`src/rtl/pipeline_event_counter.sv`:
```
// Run-window event monitor for the 5-stage CPU: counts cycles, stalls, flushes and
// retired instructions while running, saturating each counter and freezing in DONE.
module pipeline_event_counter #(
  parameter int CNT_W      = 32,
  parameter int MAX_CYCLES = 64
) (
  input  logic             clk_i,
  input  logic             rst_i,
  input  logic             start_i,
  input  logic             stall_i,
  input  logic             branch_i,
  input  logic             flush_i,
  input  logic             retire_i,
  input  logic             clear_i,
  input  logic [1:0]       sel_i,
  output logic [CNT_W-1:0] cnt_o,
  output logic [CNT_W-1:0] cycles_o,
  output logic [CNT_W-1:0] stall_cnt_o,
  output logic [CNT_W-1:0] flush_cnt_o,
  output logic [CNT_W-1:0] retire_cnt_o,
  output logic             done_o,
  output logic             ovf_o,
  output logic [1:0]       state_o
);
  typedef enum logic [1:0] {
    S_IDLE = 2'b00,
    S_RUN  = 2'b01,
    S_DONE = 2'b10
  } state_t;

  localparam logic [CNT_W-1:0] CMAX = '1;
  localparam logic [CNT_W:0]   MAXC = (CNT_W+1)'(MAX_CYCLES);

  state_t                  r_state, w_state_nx;
  logic [3:0][CNT_W-1:0]   r_cnt;
  logic                    r_ovf;
  logic [3:0]              w_ev, w_inc, w_sat;
  logic                    w_count, w_hit_max;

  // Counter index: 0 cycles, 1 stalls, 2 flushes, 3 retired (matches sel_i)
  assign w_count = (r_state == S_RUN) && start_i;
  assign w_ev    = {retire_i, flush_i, stall_i & ~branch_i, 1'b1};

  for (genvar g = 0; g < 4; g++) begin : g_cnt
    assign w_inc[g] = w_count && w_ev[g] && (r_cnt[g] != CMAX);
    assign w_sat[g] = w_count && w_ev[g] && (r_cnt[g] == CMAX);
  end

  // The window closes on the edge that actually lands cycles on MAX_CYCLES
  assign w_hit_max = (MAX_CYCLES != 0) && w_inc[0] &&
                     (({1'b0, r_cnt[0]} + (CNT_W+1)'(1)) == MAXC);

  always_comb begin
    w_state_nx = r_state;
    case (r_state)
      S_IDLE:  if (start_i) w_state_nx = S_RUN;
      S_RUN:   if (w_hit_max) w_state_nx = S_DONE;
      S_DONE:  w_state_nx = S_DONE;
      default: w_state_nx = S_IDLE;
    endcase
  end

  always_ff @(posedge clk_i) begin
    if (!rst_i || clear_i) begin
      r_state <= S_IDLE;
      r_cnt   <= '0;
      r_ovf   <= 1'b0;
    end else begin
      r_state <= w_state_nx;
      for (int i = 0; i < 4; i++)
        if (w_inc[i]) r_cnt[i] <= r_cnt[i] + CNT_W'(1);
      if (|w_sat) r_ovf <= 1'b1;
    end
  end

  assign cycles_o     = r_cnt[0];
  assign stall_cnt_o  = r_cnt[1];
  assign flush_cnt_o  = r_cnt[2];
  assign retire_cnt_o = r_cnt[3];
  assign cnt_o        = r_cnt[sel_i];
  assign done_o       = (r_state == S_DONE);
  assign ovf_o        = r_ovf;
  assign state_o      = r_state;
endmodule

```
`config.mk`:
```
export PLATFORM = sky130hd
export DESIGN_NAME = pipeline_event_counter
export DESIGN_NICKNAME = d
export VERILOG_FILES = /design/src/rtl/pipeline_event_counter.sv
export SDC_FILE = /design/constraint.sdc
export NUM_CORES = 1
export LEC_CHECK = 0
export CAP_MARGIN = 5
export CORE_UTILIZATION = 30
export CTS_CLUSTER_DIAMETER = 50
export DETAILED_ROUTE_END_ITERATION = 6
export HOLD_SLACK_MARGIN = 0.12
export PLACE_DENSITY = 0.61
export SYNTH_ARGS = -nofsm -noshare
export SYNTH_HDL_FRONTEND = slang
export SYNTH_SLANG_ARGS = --single-unit
export TNS_END_PERCENT = 20
```
`constraint.sdc`:
```
create_clock -name clk_i -period 4.05 [get_ports clk_i]
set_input_delay 0.6075 -clock clk_i [delete_from_list [all_inputs] [get_ports clk_i]]
set_output_delay 0.6075 -clock clk_i [all_outputs]
set_load 0.01 [all_outputs]
```
==> impl_metrics.json <==
{
  "outcome": "complete, no violations",
  "core_um2": 24390,
  "pin_count": 174,
  "num_vias": 7082,
  "p_per_area_nw_per_um2": 293.4,
  "gp_congestion": 0.9010,
  "tritoncts": "built",
  "clock_path_buffers": 2,
  "required_ps": 4400,
  "hold_viol_final": 0,
  "detail_route.vias_per_cell": 5.242,
  "fin_crit_ps": 3105,
  "cp.arrival_ps": 3460,
  "fp.dieW_um": 159.7,
  "gr-total-overflow": 0,
  "postCtsResizedCells": 0,
  "filler_cell_count": 2453,
  "hp-class": "flop to flop",
  "rsz0062_at_grt": "no",
  "drcViolationCount": 0,
  "root_buffer": "clkbuf_16",
  "clock.fmax_mhz": 322.1,
  "cts_sinks": 131,
  "fin_nets": 1031,
  "n_antenna_cell": 0,
  "synth_fp_nets": 877,
  "seq_area_um2": 2623,
  "end_kind": "flop",
  "cts_buffers": 17,
  "maxCapViolations": 0,
  "yosys_most_used_dff": "dfxtp_1",
  "cts.htree.levels": 4,
  "grt_usage_pct": 20.06,
  "fin_skew_ps": 12.88,
  "grt_pass1_vias": 6712,
  "avgSynthCellArea_um2": 8.678,
  "die_area_um2": 25510,
  "p_leak_uw": 0.003143,
  "synth_cells": 860,
  "final.setup.tns_ps": 0,
  "die_height_um": 159.7,
  "ys_ff_latch": 131,
  "drt-wirelength-per-cell_um": 18.89,
  "multiInputGateArea_um2": 4544,
  "post-cts-setup-buffers": 0,
  "area_growth_pct": 35.31,
  "grt_pass1_wl_mm": 39.56,
  "hpwl_mm": 19.49,
  "clock_latency_ps": 420,
  "hold_ws_ps": 499.7,
  "first_iter_violations": 439,
  "dr.pass1.iters": 5,
  "place_area_um2": 9487,
  "ant_nets": 0,
  "ys_types": 61,
  "start_util_pct": 30.60,
  "netlist_area_um2": 7463,
  "worst_slew_pin_slew_ps": 825.7,
  "port_buffers": 173,
  "drive_gt1_share_pct": 9.737,
  "slew_violations": 0,
  "fin_crit_sh_pct": 76.66,
  "start_kind": "flop",
  "cp_max_fo": 9,
  "wl_mm": 25.52,
  "path_class": "flop to flop",
  "rows": 57,
  "ys_seq_area_share_pct": 35.14,
  "synth_edf_count": 0,
  "grt_max_degree": 63,
  "worst_slew_margin_rel_pct": 44.95,
  "ys.warnings.count": 0,
  "synth-async-reset-ratio_pct": 0,
  "antenna_found_initial": 0,
  "stdcell_area_um2": 10100,
  "ir_worst_vdd_uv": 233.1,
  "clk_pin_slew_ps": 60,
  "finalSetupViolCount": 0,
  "cts_hold_buf": 0
}
sequential cells by signal, indices dropped and copies added, names as in the netlist:
signal / count
ovf_o: 1
retire_cnt_o: 32
cycles_o: 32
flush_cnt_o: 32
state_o: 2
stall_cnt_o: 32
path summary, 6_finish.rpt:
kind / from / end / slack [ps] / cells past startpoint
worst min register to register: state_o[1]$_SDFFE_PP0P_ / state_o[1]$_SDFFE_PP0P_ / 500 / 2
worst max-delay path: cycles_o[2]$_SDFFE_PP0P_ / state_o[1]$_SDFFE_PP0P_ / 950 / 8
worst max register to register: cycles_o[2]$_SDFFE_PP0P_ / state_o[1]$_SDFFE_PP0P_ / 950 / 8
worst min-delay path: state_o[1]$_SDFFE_PP0P_ / state_o[1]$_SDFFE_PP0P_ / 500 / 2
critical path, stage by stage, from the launching register on:
cell	delay (ps)
dfxtp_1	610
nand4_4	290
nor4_4	470
xnor2_1	170
o2111ai_1	120
or4_1	550
o41a_1	490
a21oi_2	150
mux2i_1	190
logic make-up (layout without fill, tap and decap cells):
kind of cell	count (synthesis)	after routing	synth area share (%)
xor gates and xnor gates	110	110	12.91
DFF	131	131	35.14
adders and majority gates	7	7	1.173
muxes	36	36	10.24
AOI/OAI and AO/OA	75	75	6.136
and+or+nand+nor	429	429	30.33
buffers and inverters	72	239	4.074
per-layer routing:
metal	routed length (um)	GRT usage [%]
met2	12310	33.37
met3	1361	3.766
met4	404	5.988
met1	11440	26.30
met5	0	0
cell type report:
type	instances	share of cell area [%]
multi-input combinational	657	45.00
sequential	131	25.97
timing repair buffer	187	18.21
clock buffer	19	4.485
tap	324	4.014
clock inverter	13	1.574
inverter	20	0.7434
cells in the mapped netlist, types with 16 or more instances:
cell type  count  area share [%]
mux4_2        31             9.4
a21oi_1       28             1.9
nor2_1       134             6.7
nand4_1       32             2.7
buf_2         19             1.3
and3_1        17             1.4
nand2_1       70             3.5
nand3_1       50             3.4
xor2_1        48             5.6
xnor2_1       62             7.3
o21ai_0       25             1.7
nor3_1        28             1.9
dfxtp_1      131              35
and4_1        16             1.9
inv_1         20             1.0
or3_1         26             2.2
clkbuf_1      27             1.4
stage by stage:
stage	setup WS, ps	std cells	util, %	total power [uW]
floorplan	1348	860	-	1375
global placement	898.0	1319	38.89	1403
detailed placement	857.0	1319	38.89	1403
CTS	901.3	1351	41.40	2985
global route	799.8	1351	41.40	3050
finish	945.3	1351	41.40	2963
power by group:
part           switching, uW  internal (uW)  total (uW)
combinational           51.2           31.1        82.3
clock                    592            998        1590
sequential              1.52           1290        1290
total                    644           2320        2960
placed cells by master (no fill, tap or decap), types with 16 or more instances in the layout:
master	count
a21oi_1	28
and3_1	17
and4_1	16
clkbuf_16	17
clkdlybuf4s50_1	171
dfxtp_1	131
inv_1	20
mux4_2	31
nand2_1	70
nand3_1	50
nand4_1	32
nor2_1	134
nor3_1	28
o21ai_0	25
or3_1	26
xnor2_1	62
xor2_1	48
Note: power is estimated with default switching activity, not from simulation.
